## config.mk

```make
export PLATFORM = sky130hd
export DESIGN_NAME = rx_frame_ctrl
export DESIGN_NICKNAME = d
export VERILOG_FILES = /design/src/rtl/rx_frame_ctrl.sv
export SDC_FILE = /design/constraint.sdc
export NUM_CORES = 1
export LEC_CHECK = 0
export ABC_AREA = 0
export CAP_MARGIN = 10
export CORE_ASPECT_RATIO = 0.6
export CORE_MARGIN = 2
export CORE_UTILIZATION = 58
export DETAILED_ROUTE_END_ITERATION = 12
export PLACE_DENSITY = 0.79
export SYNTH_ARGS = -nofsm -noshare
export SYNTH_HDL_FRONTEND = slang
export SYNTH_SLANG_ARGS = --single-unit
```

## constraint.sdc

```tcl
create_clock -name clk_8mhz -period 4.2 [get_ports clk_8mhz]
set_input_delay 1.26 -clock clk_8mhz [delete_from_list [all_inputs] [get_ports clk_8mhz]]
set_output_delay 1.26 -clock clk_8mhz [all_outputs]
set_load 0.02 [all_outputs]
```

## src/rtl/rx_frame_ctrl.sv

```systemverilog
// rx_frame_ctrl: assembles LSB-first serial bits into bytes, buffers them in a
// small byte FIFO for a ready/valid consumer, flags aborted bytes and FIFO
// overruns, and marks the end of a frame after a run of line silence.
module rx_frame_ctrl #(
  parameter int FIFO_DEPTH  = 4,
  parameter int IDLE_CYCLES = 160
) (
  input  logic       clk_8mhz,
  input  logic       rst,
  input  logic       rx_bit,
  input  logic       rx_valid_now,
  input  logic       rx_byte_start,
  output logic [7:0] out_data,
  output logic       out_valid,
  input  logic       out_ready,
  output logic       frame_end,
  output logic       overflow,
  output logic       frame_err,
  output logic [7:0] err_count,
  input  logic       clear_flags
);

  localparam int PTR_W = $clog2(FIFO_DEPTH);
  localparam int CNT_W = $clog2(FIFO_DEPTH + 1);
  localparam int TMR_W = $clog2(IDLE_CYCLES + 1);

  localparam logic [CNT_W-1:0] FULL_CNT = CNT_W'(FIFO_DEPTH);
  localparam logic [CNT_W-1:0] ONE_CNT  = CNT_W'(1);
  localparam logic [TMR_W-1:0] TMR_LAST = TMR_W'(IDLE_CYCLES - 1);

  typedef enum logic [1:0] {
    ST_IDLE  = 2'd0,
    ST_SHIFT = 2'd1,
    ST_PUSH  = 2'd2
  } state_t;

  // Byte assembly state
  state_t     state_reg;
  logic [3:0] bit_cnt_reg;
  logic [7:0] shift_reg;
  logic       start_prev_reg;

  // FIFO state
  logic [7:0]       mem [FIFO_DEPTH];
  logic [PTR_W-1:0] wr_ptr_reg;
  logic [PTR_W-1:0] rd_ptr_reg;
  logic [CNT_W-1:0] count_reg;

  // Idle timer state
  logic [TMR_W-1:0] timer_reg;
  logic             frame_open_reg;

  // Combinational control
  logic             start_edge;
  logic             abort_edge;
  logic             push_req;
  logic             pop;
  logic             full;
  logic             push_ok;
  logic             push_drop;
  logic             bypass;
  logic [CNT_W-1:0] count_next;
  logic [PTR_W-1:0] rd_ptr_next;

  // Decode byte-start edges and FIFO push/pop decisions for this cycle.
  always_comb begin
    start_edge  = rx_byte_start & ~start_prev_reg;
    // A fresh byte start while a byte is partly shifted in means the old
    // byte was cut short.
    abort_edge  = start_edge && (state_reg == ST_SHIFT) && (bit_cnt_reg != 4'd0);
    push_req    = (state_reg == ST_PUSH);
    pop         = out_valid & out_ready;
    full        = (count_reg == FULL_CNT);
    // A full FIFO can still take a byte when the head leaves in the same cycle.
    push_ok     = push_req && (!full || pop);
    push_drop   = push_req && full && !pop;
    // The pushed byte becomes the head directly when nothing else remains.
    bypass      = push_ok && ((count_reg == '0) || ((count_reg == ONE_CNT) && pop));
    rd_ptr_next = pop ? (rd_ptr_reg + PTR_W'(1)) : rd_ptr_reg;
    count_next  = count_reg;
    case ({push_ok, pop})
      2'b10:   count_next = count_reg + ONE_CNT;
      2'b01:   count_next = count_reg - ONE_CNT;
      default: count_next = count_reg;
    endcase
  end

  // Byte assembly FSM: wait for a start edge, shift 8 strobed bits, push.
  always_ff @(posedge clk_8mhz) begin
    if (rst) begin
      state_reg      <= ST_IDLE;
      bit_cnt_reg    <= 4'd0;
      shift_reg      <= 8'd0;
      frame_err      <= 1'b0;
      // Sampling the line during reset keeps a start level that is already
      // high at release from looking like a new edge.
      start_prev_reg <= rx_byte_start;
    end else begin
      start_prev_reg <= rx_byte_start;
      frame_err      <= abort_edge;
      case (state_reg)
        ST_IDLE: begin
          if (start_edge) begin
            state_reg   <= ST_SHIFT;
            bit_cnt_reg <= 4'd0;
            shift_reg   <= 8'd0;
          end
        end
        ST_SHIFT: begin
          if (start_edge) begin
            // Restart on the new byte; any partial bits are discarded.
            bit_cnt_reg <= 4'd0;
            shift_reg   <= 8'd0;
          end else if (rx_valid_now) begin
            shift_reg   <= {rx_bit, shift_reg[7:1]};
            bit_cnt_reg <= bit_cnt_reg + 4'd1;
            if (bit_cnt_reg == 4'd7) begin
              state_reg <= ST_PUSH;
            end
          end
        end
        ST_PUSH: begin
          state_reg <= ST_IDLE;
        end
        default: begin
          state_reg <= ST_IDLE;
        end
      endcase
    end
  end

  // FIFO storage write port; contents need no reset since count gates reads.
  always_ff @(posedge clk_8mhz) begin
    if (push_ok) begin
      mem[wr_ptr_reg] <= shift_reg;
    end
  end

  // FIFO pointers, occupancy and the registered head byte / valid flag.
  always_ff @(posedge clk_8mhz) begin
    if (rst) begin
      wr_ptr_reg <= '0;
      rd_ptr_reg <= '0;
      count_reg  <= '0;
      out_valid  <= 1'b0;
      out_data   <= 8'd0;
    end else begin
      if (push_ok) begin
        wr_ptr_reg <= wr_ptr_reg + PTR_W'(1);
      end
      rd_ptr_reg <= rd_ptr_next;
      count_reg  <= count_next;
      out_valid  <= (count_next != '0);
      if (bypass) begin
        out_data <= shift_reg;
      end else if (count_next != '0) begin
        out_data <= mem[rd_ptr_next];
      end
    end
  end

  // Idle timer: counts silent IDLE cycles after a pushed byte, ends the frame.
  always_ff @(posedge clk_8mhz) begin
    if (rst) begin
      timer_reg      <= '0;
      frame_open_reg <= 1'b0;
      frame_end      <= 1'b0;
    end else begin
      frame_end <= 1'b0;
      if (start_edge) begin
        timer_reg <= '0;
      end else if ((state_reg == ST_IDLE) && frame_open_reg) begin
        if (timer_reg == TMR_LAST) begin
          frame_end      <= 1'b1;
          frame_open_reg <= 1'b0;
          timer_reg      <= '0;
        end else begin
          timer_reg <= timer_reg + TMR_W'(1);
        end
      end
      if (push_req) begin
        frame_open_reg <= 1'b1;
      end
    end
  end

  // Sticky overflow and saturating error count; a same-cycle event wins over clear.
  always_ff @(posedge clk_8mhz) begin
    if (rst) begin
      overflow  <= 1'b0;
      err_count <= 8'd0;
    end else if (clear_flags) begin
      overflow  <= push_drop;
      err_count <= abort_edge ? 8'd1 : 8'd0;
    end else begin
      if (push_drop) begin
        overflow <= 1'b1;
      end
      if (abort_edge && (err_count != 8'hFF)) begin
        err_count <= err_count + 8'd1;
      end
    end
  end

endmodule

```

**Word level (Yosys, flattened, before mapping)**

Memory sizes are Yosys's and may differ from the RTL's.
Index checks and enable logic that the tools add are counted.

- Register bits after elaboration: 51
- Memory bits (writable): 32
- Bits of input ports: 7
- Output and inout port bits: 20
- Logic and storage cells: 100
- Memories: 1

- Add/subtract/negate cells: 7
- Equal/unequal tests: 15
- Muxes and demuxes: 30
- Bitwise operators: 4
- Reductions and logical operators: 28

Memory list:

| name | words | width | rd ports | clocked after memory_dff | wr ports | RTL line | source |
|---|---|---|---|---|---|---|---|
| mem | 4 | 8 | 1 | 0 | 1 | 44 | `logic [7:0] mem [FIFO_DEPTH];` |

Operators with widths:

| kind | number |
|---|---|
| $mux 8 | 8 |
| $add 8x1->8 const B | 2 |
| $pmux 8 s2 | 1 |
| $mux 4 | 3 |
| $reduce_bool 2->1 | 6 |
| $mux 1 | 10 |
| $mux 2 | 5 |
| $logic_and 1x1->1 | 9 |
| $eq 8x8->1 const B | 1 |
| $ne 8x8->1 const B | 1 |
| $pmux 4 s2 | 1 |
| $ne 2x2->1 const B | 3 |
| $pmux 3 s2 | 1 |
| $reduce_and 3->1 | 2 |
| $add 2x1->2 const B | 2 |
| $add 4x1->4 const B | 1 |
| $eq 2x1->1 const B | 2 |
| $eq 2x2->1 const B | 2 |
| $eq 4x3->1 const B | 1 |
| $ne 2x1->1 const B | 2 |
| $pmux 2 s2 | 1 |
| $reduce_and 4->1 | 1 |
| $reduce_bool 4->1 | 1 |
| $add 3x1->3 const B | 1 |
| other kinds (13) | 17 |

**Longest topological paths before layout**

Gate-level depths: netlist of the first run.

- Depth after elaboration: 9
- Mapped depth: 11

**Worst setup path before layout of the first run**

Ideal clock, no wire load.

- Path type: input to register
- Start: input port out_ready
- End: register out_data[0]
- Setup time: 133 ps
- Data arrival time: 3,226 ps
- Data required time: 4,067 ps
- Path slack: 840 ps
- Stages: 10
- Path buffers: 1
- Path through: and2_1 inv_2 a31oi_2 inv_1 ha_1 clkbuf_1 o31ai_1 o31ai_1 o211ai_2 o211ai_1

- Word-level cells in the longest chain between the ends: 7

RTL lines:

| item | RTL line | source |
|---|---|---|
| from (decl) | 15 | `input logic out_ready,` |
| $and 1x1->1 * | 72 | `pop = out_valid & out_ready;` |
| $logic_or 1x1->1 * | 75 | `push_ok = push_req && (!full \|\| pop);` |
| $logic_and 1x1->1 * | 75 |  |
| via push_ok | 59 | `logic push_ok;` |
| $eq 2x1->1 / $eq 2x2->1 (equally long branches) | 81 | `case ({push_ok, pop})` |
| $pmux 3 s2 | 81 |  |
| $reduce_bool 3->1 | 156 | `end else if (count_next != '0) begin` |
| $reduce_bool 2->1 (no source line) | -- |  |
| to (signal assigned) | 155 | `out_data <= shift_reg;` |
| to (signal assigned) | 157 | `out_data <= mem[rd_ptr_next];` |
| to (decl) | 13 | `output logic [7:0] out_data,` |

The timed path passes the listed nets; every way through them passes the cells marked *. The select of a mux whose other input is x is not followed.
A chain may end at the register's enable or synchronous reset.

**Worst setup path in the final report of the first run**

- Start: input port out_ready
- End: register out_data[5]

The elaborated chain is that of the path after synthesis.

==> flow_summary.yaml, run 1 <==
outcome:
  status: "finished clean"
routing:
  dr.pass1.iters: 5
  wl_met1_um: 4070
  drc_errors: 0
  wire_per_inst_um: 16.74
  drt_wl_total_um: 8218
  met3_length_um: 511
  via_per_inst: 5.849
  drt-initial-drc-count: 189
  dr_wl_met2_um: 3518
  top_layer_used: "met4"
  dr_total_vias: 2872
  drtAntennaViolNets: 0
die:
  fp.dieW_um: 108.9
  io_pins: 27
  coreArea_um2: 6248
  die_h_um: 66.95
  start_util: 0.6129
  dieArea_um2: 7291
  rows: 22
grt:
  grt_pass1_wl_um: 13540
  grt_max_degree: 35
  grtUsageTotal: 0.2489
  grt_pass1_vias: 2759
  antenna_found_initial: 0
  overflow: 0
sta:
  rsz0062_at_grt: "no"
  fin_tns_setup_ns: 0
  skew_ns: 0.004482
  maxSlewViolCount: 0
  max_slew.worst_pin.slew_ns: 1.044
  timing.slew.headroom: 0.3033
  hold_viol_final: 0
  setup_ws_ns: 0.6737
  fin_crit_ns: 3.526
  fin_crit_sh: 0.8396
  setup_violations: 0
  clock.fmax_mhz: 283.6
setup_path:
  r2r_end: "out_data[5]"
  crit_family: "simple AND/OR/NAND/NOR gates"
  critPathMaxStageDelay_ns: 0.50
  critPathLaunchType: "input pin"
  crit_type: "input pin to flop"
  setup.worst_path.end_class: "flop"
  arrival_ns: 3.74
  slowest_stage: "clkdlybuf4s50_1"
  reg2regPathDepth: 9
  r2r_start: "count_reg[0]"
  rrSetupSlack_ns: 1.49
  cp_num_buf_inv: 3
  crit_required_ns: 4.41
  crit_chain: "clkdlybuf4s50_1, and2_1, inv_2, a31oi_2, inv_1, ha_1, nor4bb_1, nor3_1, o211ai_2, o211ai_1"
  worst-path-max-fanout: 10
finish:
  multi_input_area_um2: 1743
  regMostFlops: "mem"
  final_nets: 423
  register_area_um2: 1982
  fin_cells: 491
  synthToLayoutAreaGrowth_pct: 13.75
  layout-drive-gt1-share: 0.07371
  post-route-util: 0.6972
  fin_area_um2: 4357
  layout_common_cells: "dfxtp_1 (51), nor2_1 (42), nand2_1 (40)"
  final_common_cell: "dfxtp_1"
  fillers: 485
  antenna_cells: 0
  largest_reg_flops: 32
clocking:
  htree_levels: 3
  cts_sinks: 83
  cts-resized-gates: 0
  cts-root-buf: "clkbuf_8"
  cts_tree: "done"
  numCtsBuffers: 9
  clkLatencyLatePin_ns: 0.35
  clk_pin_slew_worst_paths_ns: 0.08
  cts_hold_buf: 0
  cts_setup_buffers: 0
  clk_path_buf_depth: 2
place:
  gp_congestion: 0.8869
  pre_cts_ws_ns: 0.3559
  dp_cells: 475
  port_buffers: 26
  post_dp_cell_area_um2: 4165
  place_hpwl_um: 5684
logic_synthesis:
  synth-edff-count: 32
  yosysTopAreaCell: "dfxtp_1"
  netlist_area_um2: 3830
  synthTopCellsByArea: "dfxtp_1 (27%), edfxtp_1 (25%), ha_1 (4.6%), nor2_1 (4.1%), nand2_1 (3.9%)"
  ys.flop_type: "dfxtp_1"
  synthCells: 375
  yosysWarnings: 0
  synth.top_cell.area_share: 0.2666
  async_flop_share: 0
  ys_ff_latch: 83
  synth_cell_types: 54
  avgSynthCellArea_um2: 10.21
  ys_seq_area_frac: 0.5175
  synth.net_count: 396
worst_hold_path:
  worstHoldStart: "frame_open_reg"
  hold_path.class: "flop to flop"
  min_to: "frame_open_reg"
  whs_path_depth: 2
job:
  drv_cap: 0
pwr:
  p_per_area_nw_per_um2: 328.6
  irDropWorstVdd_uv: 198.2
  total_leakage_power_nw: 1.444
-- metrics by stage --
step	hold slack (ns)	power [mW]
2_1_floorplan	0.4534	0.8738
3_3_place_gp	0.4640	0.8878
3_5_place_dp	0.4740	0.8887
4_1_cts	0.4895	1.440
5_1_grt	0.5237	1.482
6_report	0.4986	1.432
-- synthesized netlist by cell type, drive strengths merged, types with 6 or more instances --
cell type  number
a2bb2oi         7
edfxtp         32
inv            10
ha             14
nor2           43
o2bb2ai         7
mux2i           8
nand3          30
xor2            7
dfxtp          51
xnor2          12
clkbuf         10
nand2          40
a21oi          19
nand3b          7
a221oi          8
nor3            6
o211ai         10
-- area by class of cell --
class	instances	area share
multi-input cells	267	0.4001
clock buffers	10	0.02929
flip-flops and latches	83	0.4549
repair buffers	31	0.06835
well taps	84	0.02412
inverters	10	0.008616
clock inverters	6	0.01465
-- where the power goes --
part	switching, mW	internal, mW
Clock	0.286	0.275
Sequential	0.00324	0.831
Combinational	0.0229	0.0129
Total	0.313	1.12
-- tightest hold or removal path, delay by kind of cell, from the launching register on --
family / cells / cell delay (ns)
AO/OA/AOI/OAI: 2 / 0.14
flip-flops: 1 / 0.31
-- metal layers --
| metal | GRT usage | up-vias |
|---|---|---|
| met2 | 0.3750 | 100 |
| met3 | 0.07143 | 17 |
| met1 | 0.3505 | 1346 |
| met5 | 0 | - |
| li1 | - | 1409 |
| met4 | 0.06731 | 0 |
-- worst max-delay path by stage --
stage	startpoint	to	slack [ns]	cells past startpoint
2_1_floorplan	out_ready	out_data[0]	0.84	10
3_3_place_gp	out_ready	out_data[0]	0.44	10
3_5_place_dp	out_ready	out_data[5]	0.36	10
4_1_cts	out_ready	out_data[5]	0.71	10
5_1_grt	out_ready	out_data[5]	0.48	10
6_report	out_ready	out_data[5]	0.67	10
-- logic make-up after synthesis --
group	count (synthesis)	synth area share
AOI/OAI and AO/OA	69	0.1313
xor gates and xnor gates	19	0.04345
adders and majority gates	14	0.04574
buffers and inverters	25	0.02744
DFF	83	0.5175
muxes	9	0.02385
and+or+nand+nor	156	0.2107
(Power assumes the default switching activity.)
==> run 2, diff against run 1 <==
--- a/config.mk
+++ b/config.mk
@@ -9,9 +9,9 @@
 export CAP_MARGIN = 10
 export CORE_ASPECT_RATIO = 0.6
 export CORE_MARGIN = 2
-export CORE_UTILIZATION = 58
+export CORE_UTILIZATION = 53
 export DETAILED_ROUTE_END_ITERATION = 12
-export PLACE_DENSITY = 0.79
+export PLACE_DENSITY = 0.76
 export SYNTH_ARGS = -nofsm -noshare
 export SYNTH_HDL_FRONTEND = slang
 export SYNTH_SLANG_ARGS = --single-unit
==> constraint.sdc (replaced) <==
create_clock -name clk_8mhz -period 3.2 [get_ports clk_8mhz]
set_input_delay 0.96 -clock clk_8mhz [delete_from_list [all_inputs] [get_ports clk_8mhz]]
set_output_delay 0.96 -clock clk_8mhz [all_outputs]
set_load 0.02 [all_outputs]
==> run 2 against run 1 <==
Net effect: global-route usage shrank 2.7 points; sequential cell count unchanged; via count increased by 3.8%; largest power group unchanged; combinational power is 41% higher; die area up 9.0%; register-to-register slack got worse by 0.90 ns; highest routed layer unchanged; clock skew up 0.0050 ns; first-iteration DRC count increased by 40%.
==> flow_summary.yaml, run 2 (same netlist as run 1, synthesis figures left out) <==
sta:
  maxSlewViolCount: 0
  setup_violations: 0
  clock.fmax_mhz: 315.4
  hold_viol_final: 0
  fin_crit_ns: 3.171
  max_slew.worst_pin.slew_ns: 0.6362
  fin_crit_sh: 0.9909
  skew_ns: 0.009460
  fin_hold_ws_ns: 0.4947
  timing.slew.headroom: 0.5743
  fin_tns_setup_ns: 0
grt:
  antenna_found_initial: 0
  grtUsageTotal: 0.2223
  overflow: 0
  grt_max_degree: 35
  grt_pass1_wl_um: 13770
  grt_pass1_vias: 2733
clocking:
  numCtsBuffers: 9
  clk_path_buf_depth: 2
  clk_pin_slew_worst_paths_ns: 0.06
  cts_sinks: 83
  cts_tree: "done"
  htree_levels: 3
  cts-root-buf: "clkbuf_16"
  clkLatencyLatePin_ns: 0.34
setup_path:
  r2r_start: "count_reg[0]"
  slowest_stage: "clkdlybuf4s50_1"
  arrival_ns: 3.41
  crit_family: "buffers and inverters"
  critPathLaunchType: "input pin"
  critPathMaxStageDelay_ns: 0.48
  cp_num_buf_inv: 4
  worst-path-max-fanout: 8
  rrSetupSlack_ns: 0.59
  reg2regPathDepth: 10
  setup.worst_path.end_class: "flop"
  crit_chain: "clkdlybuf4s50_1, and2_1, inv_2, a31oi_2, buf_4, ha_1, buf_4, a211oi_2, nor3_2, o211ai_2, o211ai_1"
  crit_type: "input pin to flop"
  crit_required_ns: 3.44
  r2r_end: "out_data[5]"
  crit_path_frequent_cell: "buf_4"
finish:
  final_nets: 434
  multi_input_area_um2: 1798
  register_area_um2: 1982
  fillers: 524
  post-route-util: 0.6777
  layout-drive-gt1-share: 0.1124
  largest_reg_flops: 32
  layout_common_cells: "dfxtp_1 (51), nor2_1 (42), nand2_1 (40)"
  final_common_cell: "dfxtp_1"
  regMostFlops: "mem"
  synthToLayoutAreaGrowth_pct: 20.68
  fin_cells: 505
  antenna_cells: 0
place:
  port_buffers: 26
  place_hpwl_um: 5823
  gp_congestion: 0.8144
  dp_cells: 487
die:
  fp.dieW_um: 113.7
  die_h_um: 69.85
  rows: 23
  start_util: 0.5615
  io_pins: 27
  coreArea_um2: 6820
  dieArea_um2: 7945
routing:
  via_per_inst: 5.901
  drt-initial-drc-count: 265
  wire_per_inst_um: 17.38
  drtAntennaViolNets: 0
  drc_errors: 0
  drt_wl_total_um: 8775
  dr_total_vias: 2980
  dr.pass1.iters: 7
worst_hold_path:
  hold_path.class: "flop to flop"
  whs_path_depth: 2
  min_to: "frame_open_reg"
  worstHoldStart: "frame_open_reg"
pwr:
  p_per_area_nw_per_um2: 484.5
  irDropWorstVdd_uv: 287.4
  net-switching-power_uw: 451.7
  total_leakage_power_nw: 1.559
  p_sw_frac: 0.2017
  power.internal_mw: 1.788
  power_frac_seq: 0.490
  power_frac_clock: 0.488
  comb_power_share: 0.023
outcome:
  status: "finished clean"
job:
  drv_cap: 0
==> run 2: changes by cell type in the layout (fill, tap and decap cells not counted), sizes merged <==
cell	before	now
clkinv	3	1
o31a	1	2
clkbuf	10	12
buf	5	15
==> run 2: metal layers <==
| metal | part of all wire | global-route usage |
|---|---|---|
| met5 | 0 | 0 |
| met4 | 0.0095 | 0.06098 |
| met3 | 0.083 | 0.05944 |
| met2 | 0.41 | 0.3047 |
| met1 | 0.49 | 0.3429 |
==> run 2: stage by stage <==
stage	area, um2	total power [mW]	worst slack, ns
5_1_grt	4622	2.303	-0.04240
4_1_cts	4559	2.247	0.05760
3_3_place_gp	4237	1.169	-0.1691
2_1_floorplan	3830	1.147	0.1404
3_5_place_dp	4237	1.169	-0.2324
6_report	4622	2.239	0.02915
==> run 2: worst min-delay path: cells and delay by family (launching register included) <==
kind	cells	cell delay [ns]
flops	1	0.31
compound gates	2	0.14
==> run 2: repair_timing <==
item | in CTS | in global routing
endpoints found under the setup margin | 0 | 8
resized for setup | 0 | 8
hold buffers | 0 | 0
buffers inserted | 0 | 1
endpoints found under the hold margin | 0 | 0
==> run 2: power by group through the flow <==
stage	Combinational [mW]	Clock, mW	Sequential (mW)
finish	0.0505	1.09	1.10
floorplan	0.0277	0	1.12
CTS	0.0499	1.10	1.10
detailed placement	0.0491	0	1.12
global route	0.0545	1.15	1.10
global placement	0.0489	0	1.12
==> run 2: final cells by class <==
cell class,instances,share of cell area
Inverter,10,0.008121
Multi-Input combinational cell,268,0.3890
Sequential cell,83,0.4288
Clock inverter,4,0.01191
Clock buffer,12,0.05793
Tap cell,87,0.02355
Timing Repair Buffer,41,0.08067
==> run 2: how the worst max path moves through the flow <==
| stage | from | endpoint | depth (start not counted) |
|---|---|---|---|
| detailed placement | out_ready | out_data[5] | 10 |
| CTS | out_ready | out_data[5] | 10 |
| global placement | out_ready | out_data[2] | 10 |
| finish | out_ready | out_data[5] | 11 |
| floorplan | out_ready | out_data[0] | 10 |
| global route | out_ready | out_data[5] | 11 |
